[config.mk]
export PLATFORM = sky130hd
export DESIGN_NAME = neopixel_decoder
export DESIGN_NICKNAME = d
export VERILOG_FILES = /design/src/rtl/neopixel_pkg.sv /design/src/rtl/neopixel_sync_edge.sv /design/src/rtl/neopixel_decoder.sv
export SDC_FILE = /design/constraint.sdc
export NUM_CORES = 1
export LEC_CHECK = 0
export ABC_AREA = 0
export BUFFER_PORTS_ARGS = -buffer_cell sky130_fd_sc_hd__buf_2
export CAP_MARGIN = 20
export CORE_AREA = 2 2 71 90
export CTS_BUF_LIST = sky130_fd_sc_hd__clkbuf_16
export DETAILED_ROUTE_END_ITERATION = 12
export DIE_AREA = 0 0 73 92
export PLACE_DENSITY = 0.74
export SKIP_LAST_GASP = 1
export SLEW_MARGIN = 20
export SYNTH_ARGS = -nofsm -noshare
export SYNTH_HDL_FRONTEND = slang
export SYNTH_SLANG_ARGS = --single-unit
[constraint.sdc]
create_clock -name clk_i -period 1.7 [get_ports clk_i]
set_input_delay 0.34 -clock clk_i [delete_from_list [all_inputs] [get_ports clk_i]]
set_output_delay 0.34 -clock clk_i [all_outputs]
set_load 0.005 [all_outputs]
[src/rtl/neopixel_pkg.sv]
// Shared types and constants for the NeoPixel receive-side decoder.
//   state_t   : decoder FSM states
//   HCNT_W    : default high-time counter width
//   HCNT_MAX  : default high-time saturation (stuck-high limit)
//   LCNT_W    : default low-time counter width (matches the latch-gap register)
//   cnt_max() : all-ones value of a counter of the given width
package neopixel_pkg;

  typedef enum logic [1:0] {
    SYNC,   // waiting for a full latch gap before trusting the line
    IDLE,   // between frames, waiting for the first rising edge
    HIGH,   // measuring a high pulse
    LOW     // measuring the low phase after a pulse
  } state_t;

  localparam int HCNT_W   = 8;
  localparam int HCNT_MAX = (1 << HCNT_W) - 1;
  localparam int LCNT_W   = 9;

  function automatic int cnt_max(input int w);
    return (1 << w) - 1;
  endfunction

endpackage

[src/rtl/neopixel_sync_edge.sv]
// Two-flop synchronizer plus edge detector for the asynchronous NeoPixel line.
//   clk_i   : system clock
//   rst_n_i : synchronous active-low reset (clears synchronizer to 0)
//   line_i  : asynchronous line input
//   s_o     : synchronized line level
//   rise_o  : s went 0 -> 1 this cycle
//   fall_o  : s went 1 -> 0 this cycle
module neopixel_sync_edge (
  input  logic clk_i,
  input  logic rst_n_i,
  input  logic line_i,
  output logic s_o,
  output logic rise_o,
  output logic fall_o
);

  logic meta_reg;
  logic s_reg;
  logic s_q_reg;

  always_ff @(posedge clk_i) begin
    if (!rst_n_i) begin
      meta_reg <= 1'b0;
      s_reg    <= 1'b0;
      s_q_reg  <= 1'b0;
    end else begin
      meta_reg <= line_i;
      s_reg    <= meta_reg;
      s_q_reg  <= s_reg;
    end
  end

  assign s_o    = s_reg;
  assign rise_o = s_reg & ~s_q_reg;
  assign fall_o = ~s_reg & s_q_reg;

endmodule

[src/rtl/neopixel_decoder.sv]
// Receive-side NeoPixel bit-code decoder. Measures high pulses, classifies
// them against a threshold, assembles MSB-first bytes and detects the latch gap.
//   clk_i          : system clock
//   rst_n_i        : synchronous active-low reset
//   bit_code_i     : asynchronous NeoPixel line
//   reg_thr_time_i : bit = 1 when high count > this value
//   reg_rst_time_i : low cycles forming the latch gap (>= 2)
//   byte_vld_o     : one-cycle strobe, byte_data_o valid
//   byte_data_o    : last decoded byte (held)
//   frame_done_o   : one-cycle strobe at the latch gap ending a frame
//   frame_len_o    : complete bytes in the finished frame (held, saturating)
//   err_o          : one-cycle strobe on stuck-high or partial-byte error
module neopixel_decoder #(
  parameter int HCNT_W = neopixel_pkg::HCNT_W,
  parameter int LCNT_W = neopixel_pkg::LCNT_W
) (
  input  logic       clk_i,
  input  logic       rst_n_i,
  input  logic       bit_code_i,
  input  logic [7:0] reg_thr_time_i,
  input  logic [8:0] reg_rst_time_i,
  output logic       byte_vld_o,
  output logic [7:0] byte_data_o,
  output logic       frame_done_o,
  output logic [7:0] frame_len_o,
  output logic       err_o
);
  import neopixel_pkg::*;

  localparam logic [HCNT_W-1:0] HCNT_SAT = HCNT_W'(cnt_max(HCNT_W));
  localparam logic [LCNT_W-1:0] LCNT_SAT = LCNT_W'(cnt_max(LCNT_W));

  logic s, rise, fall;

  neopixel_sync_edge u_sync_edge (
    .clk_i   (clk_i),
    .rst_n_i (rst_n_i),
    .line_i  (bit_code_i),
    .s_o     (s),
    .rise_o  (rise),
    .fall_o  (fall)
  );

  state_t            state_reg, state_next;
  logic [HCNT_W-1:0] hcnt_reg, hcnt_next;
  logic [LCNT_W-1:0] lcnt_reg, lcnt_next;
  logic [2:0]        bit_cnt_reg, bit_cnt_next;
  logic [7:0]        shreg_reg, shreg_next;
  logic [7:0]        byte_cnt_reg, byte_cnt_next;
  logic              byte_vld_reg, byte_vld_next;
  logic [7:0]        byte_data_reg, byte_data_next;
  logic              frame_done_reg, frame_done_next;
  logic [7:0]        frame_len_reg, frame_len_next;
  logic              err_reg, err_next;

  logic              gap_reached;
  logic              pulse_bit;
  logic [7:0]        shreg_shifted;
  logic [LCNT_W-1:0] lcnt_inc;

  // Compares are done zero-extended so they hold for any counter width.
  assign gap_reached   = (32'(lcnt_reg) == 32'(reg_rst_time_i));
  assign pulse_bit     = (32'(hcnt_reg) > 32'(reg_thr_time_i));
  assign shreg_shifted = {shreg_reg[6:0], pulse_bit};
  assign lcnt_inc      = (lcnt_reg == LCNT_SAT) ? lcnt_reg : lcnt_reg + LCNT_W'(1);

  always_ff @(posedge clk_i) begin
    if (!rst_n_i) begin
      state_reg      <= SYNC;
      hcnt_reg       <= '0;
      lcnt_reg       <= '0;
      bit_cnt_reg    <= '0;
      shreg_reg      <= '0;
      byte_cnt_reg   <= '0;
      byte_vld_reg   <= 1'b0;
      byte_data_reg  <= '0;
      frame_done_reg <= 1'b0;
      frame_len_reg  <= '0;
      err_reg        <= 1'b0;
    end else begin
      state_reg      <= state_next;
      hcnt_reg       <= hcnt_next;
      lcnt_reg       <= lcnt_next;
      bit_cnt_reg    <= bit_cnt_next;
      shreg_reg      <= shreg_next;
      byte_cnt_reg   <= byte_cnt_next;
      byte_vld_reg   <= byte_vld_next;
      byte_data_reg  <= byte_data_next;
      frame_done_reg <= frame_done_next;
      frame_len_reg  <= frame_len_next;
      err_reg        <= err_next;
    end
  end

  always_comb begin
    state_next      = state_reg;
    hcnt_next       = hcnt_reg;
    lcnt_next       = lcnt_reg;
    bit_cnt_next    = bit_cnt_reg;
    shreg_next      = shreg_reg;
    byte_cnt_next   = byte_cnt_reg;
    byte_vld_next   = 1'b0;
    byte_data_next  = byte_data_reg;
    frame_done_next = 1'b0;
    frame_len_next  = frame_len_reg;
    err_next        = 1'b0;

    unique case (state_reg)
      SYNC: begin
        // Only a full quiet gap proves we are between frames.
        if (s) begin
          lcnt_next = '0;
        end else if (gap_reached) begin
          lcnt_next  = '0;
          state_next = IDLE;
        end else begin
          lcnt_next = lcnt_inc;
        end
      end

      IDLE: begin
        if (rise) begin
          hcnt_next  = HCNT_W'(1);
          state_next = HIGH;
        end
      end

      HIGH: begin
        if (fall) begin
          shreg_next   = shreg_shifted;
          bit_cnt_next = bit_cnt_reg + 3'd1;
          lcnt_next    = LCNT_W'(1);
          state_next   = LOW;
          if (bit_cnt_reg == 3'd7) begin
            byte_vld_next  = 1'b1;
            byte_data_next = shreg_shifted;
            if (byte_cnt_reg != 8'hFF) begin
              byte_cnt_next = byte_cnt_reg + 8'd1;
            end
          end
        end else if (hcnt_reg == HCNT_SAT) begin
          // Line stuck high: abandon the frame and resynchronize.
          err_next      = 1'b1;
          bit_cnt_next  = '0;
          byte_cnt_next = '0;
          lcnt_next     = '0;
          state_next    = SYNC;
        end else begin
          hcnt_next = hcnt_reg + HCNT_W'(1);
        end
      end

      LOW: begin
        if (rise) begin
          hcnt_next  = HCNT_W'(1);
          state_next = HIGH;
        end else if (gap_reached) begin
          frame_done_next = 1'b1;
          frame_len_next  = byte_cnt_reg;
          // A dangling partial byte is dropped and flagged.
          err_next        = (bit_cnt_reg != 3'd0);
          bit_cnt_next    = '0;
          byte_cnt_next   = '0;
          lcnt_next       = '0;
          hcnt_next       = '0;
          state_next      = IDLE;
        end else begin
          lcnt_next = lcnt_inc;
        end
      end

      default: state_next = SYNC;
    endcase
  end

  assign byte_vld_o   = byte_vld_reg;
  assign byte_data_o  = byte_data_reg;
  assign frame_done_o = frame_done_reg;
  assign frame_len_o  = frame_len_reg;
  assign err_o        = err_reg;

endmodule

==> flow_summary.ini, run 1 <==
[synth]
synth_top_area_frac = 0.3985
syn_nets = 395
async_flop_share = 0
synth_area_sq_um = 2964
ys_seq_elements = 59
synth_common_cells = nand2_1, dfxtp_1, nand3_1, nor2_1
synth_edf_count = 0
ys_warn_count = 0
synth.area.top_cells = dfxtp_1, nand2_1, ha_1
synthFlopType = dfxtp_1
postSynthAreaPerCell_sq_um = 8.211
syn_inst = 361
synth.most_common_cell = nand2_1
yosysSeqAreaShare = 0.3985
synth_top_cell_by_area = dfxtp_1
synth_cell_types = 47

[pwr]
seqPwrFrac = 0.409
power.share.clock = 0.545
power_density_nw_per_um2 = 859.7
peakVddDrop_mv = 0.8095
p_comb_frac = 0.047
p_leak_nw = 1.744
p_int_mw = 2.735
power.share.switching = 0.2046
switchingPower_uw = 703.6

[flow_run]
maxCapViolCount = 0

[routing]
route.detailed.drc = 0
wl_met3_um = 259
first_iter_violations = 156
route.met2.wl_um = 3689
ant_nets = 0
wl_per_cell_um = 13.77
via_per_inst = 5.448
wirelength_um = 7131
vias = 2822
first_pass_iters = 4
drt-met1-wl_um = 3012
highest-signal-layer = met4

[setup_path]
critPathRequiredTime_ps = 1950
reg2reg_to = byte_cnt_reg[1]
worstSetupStartpointType = register
arrival_ps = 2030
critPathMaxFanout = 8
crit_chain = xor2_1 -> nor3_2 -> and3_4 -> o2111ai_4 -> a21oi_4 -> mux2i_1
ff2ff_path_depth = 6
slowest_stage = dfxtp_1
regToRegSetupSlack_ps = -80
critPathMaxStageDelay_ps = 320
critPathKind = reg -> reg
reg2reg_from = lcnt_reg[4]
endpoint_kind = register

[cells_and_area]
layoutNonFillerInstCount = 518
post-route-cell-area_sq_um = 4000
largest_reg_flops = 9
multi_input_area_sq_um = 1748
postLayoutCoreUtil = 0.6705
n_antenna_cell = 0
drive_gt1_frac = 0.2933
layout.nets = 479
regArea_sq_um = 1191
fillerInstances = 455
area_growth_pct = 34.95

[cts]
clk_pin_slew_ps = 50
cts_hold_buf = 0
cts_buffer_depth = 2
cts_tree = done
clk_root_buffer_cell = clkbuf_16
clock_sinks = 59
cts_buffers = 9
h-tree-depth = 3
insertion_delay_ps = 330

[global_route]
grt_usage = 0.2145
overflow = 0
antenna_found_initial = 0
grt_pass1_vias = 2665
grt_max_degree = 34
grt_pass1_wl_um = 11310

[placed_design]
port_buffers = 38
dp_hpwl_um = 4840
post-place-ws_ps = -242.8
placed_area_sq_um = 3520
placed_cells = 494
gp_congestion = 0.8537

[run_status]
outcome = finished, violations left
violations = negative setup slack

[sta]
rsz0062_at_grt = yes
timing.final.ws_setup_ps = -77.33
setup_viol = 11
hold_ws_ps = 221.9
clock_skew_ps = 5.840
slew_viol_final = 0
worstMarginPinSlew_ps = 450.9
fin_crit_sh = 1.045
hold_viol_final = 0
max_slew_margin = 0.6962
post-route-min-period_ps = 1777
max_freq_ghz = 0.5626

[floorplanning]
die_height_um = 92
core_sq_um = 5966
pin_count = 39
die_x_um = 73
start_util = 0.4969
rows = 32
die-area_sq_um = 6716

[min_path]
hold_start = bit_code_i
min_to = u_sync_edge.meta_reg
hold_depth = 2
hold_class = in -> reg
-- placed cells by master, fill, tap and decap left out, drive strengths merged, types with 2 or more instances in the layout --
cell type  instances
buf               89
nand2             69
dfxtp             59
nand3             23
inv               18
nor2              18
o21ai             18
a21oi             16
xor2              14
a21boi            14
ha                14
and3              10
clkbuf             9
and2               7
a31oi              7
nor2b              6
nand4              6
nand2b             4
mux2i              4
nor3b              4
a21o               4
o21a               3
a311oi             3
nand3b             3
o22ai              3
nor3               3
o31a               2
clkinv             2
bufinv             2
or2                2
and4               2
-- worst max path at each step --
stage                      startpoint               to  slack, ps
detailed placement  reg_rst_time_i[6]  byte_cnt_reg[1]       -240
floorplan                 lcnt_reg[6]  byte_cnt_reg[1]          7
global route              lcnt_reg[2]  byte_cnt_reg[1]       -180
global placement    reg_rst_time_i[6]  byte_cnt_reg[1]       -200
CTS                       lcnt_reg[6]  byte_cnt_reg[1]        -50
finish                    lcnt_reg[4]  byte_cnt_reg[1]        -80
-- what timing repair did --
item	CTS	global route
pin swaps	14	17
gates resized for setup	12	21
setup endpoints to repair	33	39
gates cloned	0	0
buffers inserted	2	7
-- stage by stage --
stage / setup TNS, ps / total power, mW
3_5_place_dp: -4651 / 1.577
5_1_grt: -2655 / 3.549
2_1_floorplan: 0 / 1.514
3_3_place_gp: -3572 / 1.571
4_1_cts: -95.32 / 3.445
6_report: -469.2 / 3.439
-- area by class of cell --
type                            count  area share
Clock buffer                        9     0.05630
Clock inverter                      7     0.02127
Inverter                           16     0.01501
Multi-Input combinational cell    270      0.4370
Sequential cell                    59      0.2978
Tap cell                           68     0.02127
Timing Repair Buffer               89      0.1514
-- power by group through the flow --
stage	combinational [mW]	sequential, mW	clock [mW]
2_1_floorplan	0.0830	1.43	0
3_3_place_gp	0.139	1.43	0
3_5_place_dp	0.144	1.43	0
4_1_cts	0.150	1.40	1.89
5_1_grt	0.177	1.41	1.97
6_report	0.160	1.41	1.87
-- worst max-delay path: cells and delay by family (launching register included) --
| kind | cells | cell delay (ps) |
|---|---|---|
| and+or+nand+nor | 2 | 580 |
| AOI/OAI and AO/OA | 2 | 440 |
| DFF | 1 | 320 |
| muxes | 1 | 210 |
| xor gates and xnor gates | 1 | 160 |
-- cell families after synthesis --
group                    Yosys count  synth area share
AO/OA/AOI/OAI                     78            0.1798
XOR/XNOR                          15           0.04432
adder cells (fa/ha/maj)           14           0.05910
buffers and inverters             32           0.04685
flip-flops                        59            0.3985
multiplexers                       4           0.01351
AND/OR/NAND/NOR                  159            0.2579
-- routing by layer --
metal	vias to the layer above	track usage
met1	1314	0.2386
met4	0	0.1188
met2	67	0.3679
li1	1426	-
met3	15	0.04725
met5	-	0
(Power assumes the default switching activity.)
==> run 2: changes to the inputs <==
--- a/config.mk
+++ b/config.mk
@@ -9,7 +9,7 @@
 export BUFFER_PORTS_ARGS = -buffer_cell sky130_fd_sc_hd__buf_2
 export CAP_MARGIN = 20
 export CORE_AREA = 2 2 71 90
-export CTS_BUF_LIST = sky130_fd_sc_hd__clkbuf_16
+export CTS_BUF_LIST = sky130_fd_sc_hd__clkbuf_8 sky130_fd_sc_hd__clkbuf_16
 export DETAILED_ROUTE_END_ITERATION = 12
 export DIE_AREA = 0 0 73 92
 export PLACE_DENSITY = 0.74
==> run 2 against run 1 <==
Effect of this change:
- the run still ends with negative setup slack left
- setup slack better by 36 ps
- utilization down 2.0 points
- final area shrank 2.9%
- critical path depth rose by 1
- critical endpoint is now bit_cnt_reg[1]
==> flow_summary.ini, run 2 (same netlist as run 1, synthesis figures left out) <==
[run_status]
outcome = finished, violations left
violations = negative setup slack

[pwr]
p_comb_frac = 0.055
p_int_mw = 2.277
switchingPower_uw = 627.1
p_leak_nw = 1.686
total_power_mw = 2.904
power.share.switching = 0.2159
peakVddDrop_mv = 0.7767
seqPwrFrac = 0.483
power_density_nw_per_um2 = 748.0
power.share.clock = 0.463

[cells_and_area]
drive_gt1_frac = 0.2857
layoutNonFillerInstCount = 516
post-route-cell-area_sq_um = 3882
final_common_cell = nand2_1
n_antenna_cell = 0
postLayoutCoreUtil = 0.6508
layout.nets = 477
fillerInstances = 483
area_growth_pct = 30.98
largest_reg_flops = 9
mostFrequentLayoutCells = nand2_1, dfxtp_1, buf_4

[floorplanning]
die_height_um = 92
die-area_sq_um = 6716
pin_count = 39
core_sq_um = 5966
die_x_um = 73
start_util = 0.4969
rows = 32

[setup_path]
regToRegSetupSlack_ps = -40
worstSetupStartpointType = register
critPathMaxStageDelay_ps = 320
arrival_ps = 1970
crit_chain = xor2_1 -> nor4_2 -> and3_4 -> o2111ai_4 -> buf_4 -> mux2i_1 -> and2_1
endpoint_kind = register
slowest_stage = dfxtp_2
critPathKind = reg -> reg
critPathMaxFanout = 4
reg2reg_from = lcnt_reg[6]
ff2ff_path_depth = 7
critPathRequiredTime_ps = 1930
reg2reg_to = bit_cnt_reg[1]

[placed_design]
gp_congestion = 0.8537
placed_cells = 494
post-place-ws_ps = -242.8
placed_area_sq_um = 3520
dp_hpwl_um = 4840
port_buffers = 38

[routing]
wl_per_cell_um = 12.94
first_pass_iters = 4
vias = 2786
via_per_inst = 5.399
route.detailed.drc = 0
wirelength_um = 6679
first_iter_violations = 124
ant_nets = 0

[min_path]
hold_start = bit_code_i
hold_depth = 2
hold_class = in -> reg
min_to = u_sync_edge.meta_reg

[cts]
clock_sinks = 59
h-tree-depth = 3
cts_tree = done
clk_pin_slew_ps = 60
cts_buffer_depth = 2
clk_root_buffer_cell = clkbuf_8
cts_buffers = 9
insertion_delay_ps = 340
cts_hold_buf = 0

[global_route]
grt_usage = 0.2075
antenna_found_initial = 0
overflow = 0
grt_pass1_vias = 2591
grt_max_degree = 34
grt_pass1_wl_um = 10920

[sta]
post-route-min-period_ps = 1741
max_freq_ghz = 0.5743
worstMarginPinSlew_ps = 436.4
slew_viol_final = 0
tns_ps = -108.6
fin_crit_sh = 1.024
hold_ws_ps = 208.8
setup_viol = 4
rsz0062_at_grt = yes
clock_skew_ps = 6.638
max_slew_margin = 0.7060
timing.final.ws_setup_ps = -41.22
hold_viol_final = 0

[flow_run]
maxCapViolCount = 0
## run 2: worst max-delay path by stage
stage	start	endpoint	slack, ps	cells after the start
after CTS	lcnt_reg[6]	byte_cnt_reg[1]	-50	6
after floorplan	lcnt_reg[6]	byte_cnt_reg[1]	7	7
after global placement	reg_rst_time_i[6]	byte_cnt_reg[1]	-200	7
after global routing	lcnt_reg[6]	byte_cnt_reg[1]	-150	6
after detailed placement	reg_rst_time_i[6]	byte_cnt_reg[1]	-240	7
final	lcnt_reg[6]	bit_cnt_reg[1]	-40	7
## run 2: critical path: cells and delay by family (launching register included)
family,cells,cell delay (ps)
flip-flops,1,320
multiplexers,1,110
XOR/XNOR,1,140
AO/OA/AOI/OAI,1,150
AND/OR/NAND/NOR,3,730
buffers and inverters,1,180
## run 2: area by class of cell
class | instances | area [sq um] | area share
well taps | 68 | 85.08 | 0.02191
flip-flops and latches | 59 | 1187 | 0.3058
repair buffers | 87 | 583.1 | 0.1502
clock inverters | 7 | 85.08 | 0.02191
inverters | 16 | 60.06 | 0.01547
multi-input cells | 270 | 1758 | 0.4528
clock buffers | 9 | 123.9 | 0.03190
## run 2: timing repair
item | CTS | global route
pin swaps | 14 | 8
gates resized for setup | 13 | 15
buffers inserted | 1 | 5
setup endpoints to repair | 32 | 41
## run 2: power by group through the flow
stage               combinational, mW  sequential [mW]  clock, mW
global route                    0.177             1.40       1.43
global placement                0.139             1.43          0
floorplan                      0.0830             1.43          0
detailed placement              0.144             1.43          0
CTS                             0.150             1.40       1.37
finish                          0.159             1.40       1.34
## run 2: routing by layer
| metal | global-route usage | wire [um] | up-vias |
|---|---|---|---|
| met3 | 0.03736 | 196 | 18 |
| met4 | 0.1235 | 189 | 0 |
| met1 | 0.2324 | 2895 | 1288 |
| li1 | - | - | 1416 |
| met2 | 0.3559 | 3398 | 64 |
| met5 | 0 | 0 | - |
==> run 3: changes to the inputs <==
--- a/config.mk
+++ b/config.mk
@@ -12,6 +12,7 @@
 export CTS_BUF_LIST = sky130_fd_sc_hd__clkbuf_8 sky130_fd_sc_hd__clkbuf_16
 export DETAILED_ROUTE_END_ITERATION = 12
 export DIE_AREA = 0 0 73 92
+export MAX_ROUTING_LAYER = met4
 export PLACE_DENSITY = 0.74
 export SKIP_LAST_GASP = 1
 export SLEW_MARGIN = 20
==> run 3 against run 2 <==
Effect of this change:
- the run still ends with negative setup slack left
- critical endpoint is now byte_cnt_reg[1]
- sequential share of layout area unchanged
- critical path type unchanged
- via count is 0.54% lower
- setup slack worse by 5.2 ps
- clock power hardly changed
- non-clock buffer count unchanged
- first-iteration DRC count rose by 13%
==> flow_summary.ini, run 3 (same netlist as run 1, synthesis figures left out) <==
[setup_path]
slowest_stage = dfxtp_2
critPathMaxFanout = 8
endpoint_kind = register
arrival_ps = 2010
critPathRequiredTime_ps = 1970
worstSetupStartpointType = register
critPathMaxStageDelay_ps = 320
critPathKind = reg -> reg
crit_chain = xor2_1 -> nor4_2 -> and3_4 -> o2111ai_4 -> a21oi_4 -> mux2i_1

[floorplanning]
start_util = 0.4969
pin_count = 39
die_height_um = 92
rows = 32
die-area_sq_um = 6716
core_sq_um = 5966
die_x_um = 73

[flow_run]
maxCapViolCount = 0

[cells_and_area]
layoutNonFillerInstCount = 516
area_growth_pct = 30.98
drive_gt1_frac = 0.2857
mostFrequentLayoutCells = nand2_1, dfxtp_1, buf_4
n_antenna_cell = 0
final_common_cell = nand2_1
layout.nets = 477
largest_reg_flops = 9

[global_route]
overflow = 0
grt_pass1_wl_um = 10940
grt_pass1_vias = 2582
grt_usage = 0.2140
antenna_found_initial = 0
grt_max_degree = 34

[pwr]
total_power_mw = 2.906
p_leak_nw = 1.686
peakVddDrop_mv = 0.7769
power_density_nw_per_um2 = 748.4

[cts]
cts_buffers = 9
insertion_delay_ps = 340
h-tree-depth = 3
clk_root_buffer_cell = clkbuf_8
cts_tree = done
clk_pin_slew_ps = 60
cts_hold_buf = 0
cts_buffer_depth = 2
clock_sinks = 59

[placed_design]
port_buffers = 38
dp_hpwl_um = 4840
placed_cells = 494
gp_congestion = 0.8673

[sta]
max_freq_ghz = 0.5726
slew_viol_final = 0
max_slew_margin = 0.7079
post-route-min-period_ps = 1746
tns_ps = -130.9
clock_skew_ps = 8.813
timing.final.ws_setup_ps = -46.42
hold_ws_ps = 209.4
hold_viol_final = 0
fin_crit_sh = 1.027
worstMarginPinSlew_ps = 433.6
rsz0062_at_grt = yes
setup_viol = 8

[routing]
via_per_inst = 5.370
vias = 2771
first_pass_iters = 4
wl_per_cell_um = 12.99
route.detailed.drc = 0
ant_nets = 0
wirelength_um = 6704
first_iter_violations = 140

[min_path]
hold_class = in -> reg

[run_status]
violations = negative setup slack
outcome = finished, violations left
==> run 3: cell counts in the layout (fill, tap and decap cells not counted) <==
Identical to the previous run, type by type.
==> run 3: power by group <==
group / total (mW) / leakage (nW) / internal [mW] / switching [mW]
sequential: 1.40 / 0.478 / 1.39 / 0.00986
clock: 1.34 / 0.112 / 0.808 / 0.536
combinational: 0.159 / 1.10 / 0.0766 / 0.0826
==> run 3: what timing repair did <==
item                       4_1_cts  5_1_grt
setup buffers                    1        5
resized for setup               13       15
cloned                           0        0
setup endpoints to repair       32       40
pin swaps                       14        8
==> run 3: final cells by class <==
cell class | instances | area, sq um
fill | 483 | 2083
sequential | 59 | 1187
multi-input combinational | 270 | 1758
clock buffer | 9 | 123.9
tap | 68 | 85.08
clock inverter | 7 | 85.08
timing repair buffer | 87 | 583.1
inverter | 16 | 60.06
==> run 3: worst paths after layout <==
path,start,to,slack (ps),depth (start not counted)
max,lcnt_reg[6],byte_cnt_reg[1],-50,6
min,bit_code_i,u_sync_edge.meta_reg,210,2
max reg2reg,lcnt_reg[6],byte_cnt_reg[1],-50,6
min reg2reg,u_sync_edge.meta_reg,u_sync_edge.s_o,430,1
==> run 3: per-layer routing <==
metal,vias to the layer above,global-route usage,wire length (um)
li1,1413,-,-
met5,-,-,0
met1,1278,0.2337,2924
met3,12,0.05055,224
met4,0,0.1096,131
met2,68,0.3551,3424
==> run 3: per-stage QoR <==
stage | utilization | cell area [sq um] | worst slack, ps
after floorplan | - | 2975 | 7.316
after global placement | 0.5900 | 3520 | -199.8
after CTS | 0.6328 | 3775 | -52.01
after global routing | 0.6508 | 3882 | -146.4
final | 0.6508 | 3882 | -46.42
after detailed placement | 0.5900 | 3520 | -242.8
==> run 3: critical path, delay by kind of cell (launching register included) <==
family / cells / cell delay [ps]
multiplexers: 1 / 210
AND/OR/NAND/NOR: 2 / 580
AO/OA/AOI/OAI: 2 / 420
XOR/XNOR: 1 / 140
flip-flops: 1 / 320
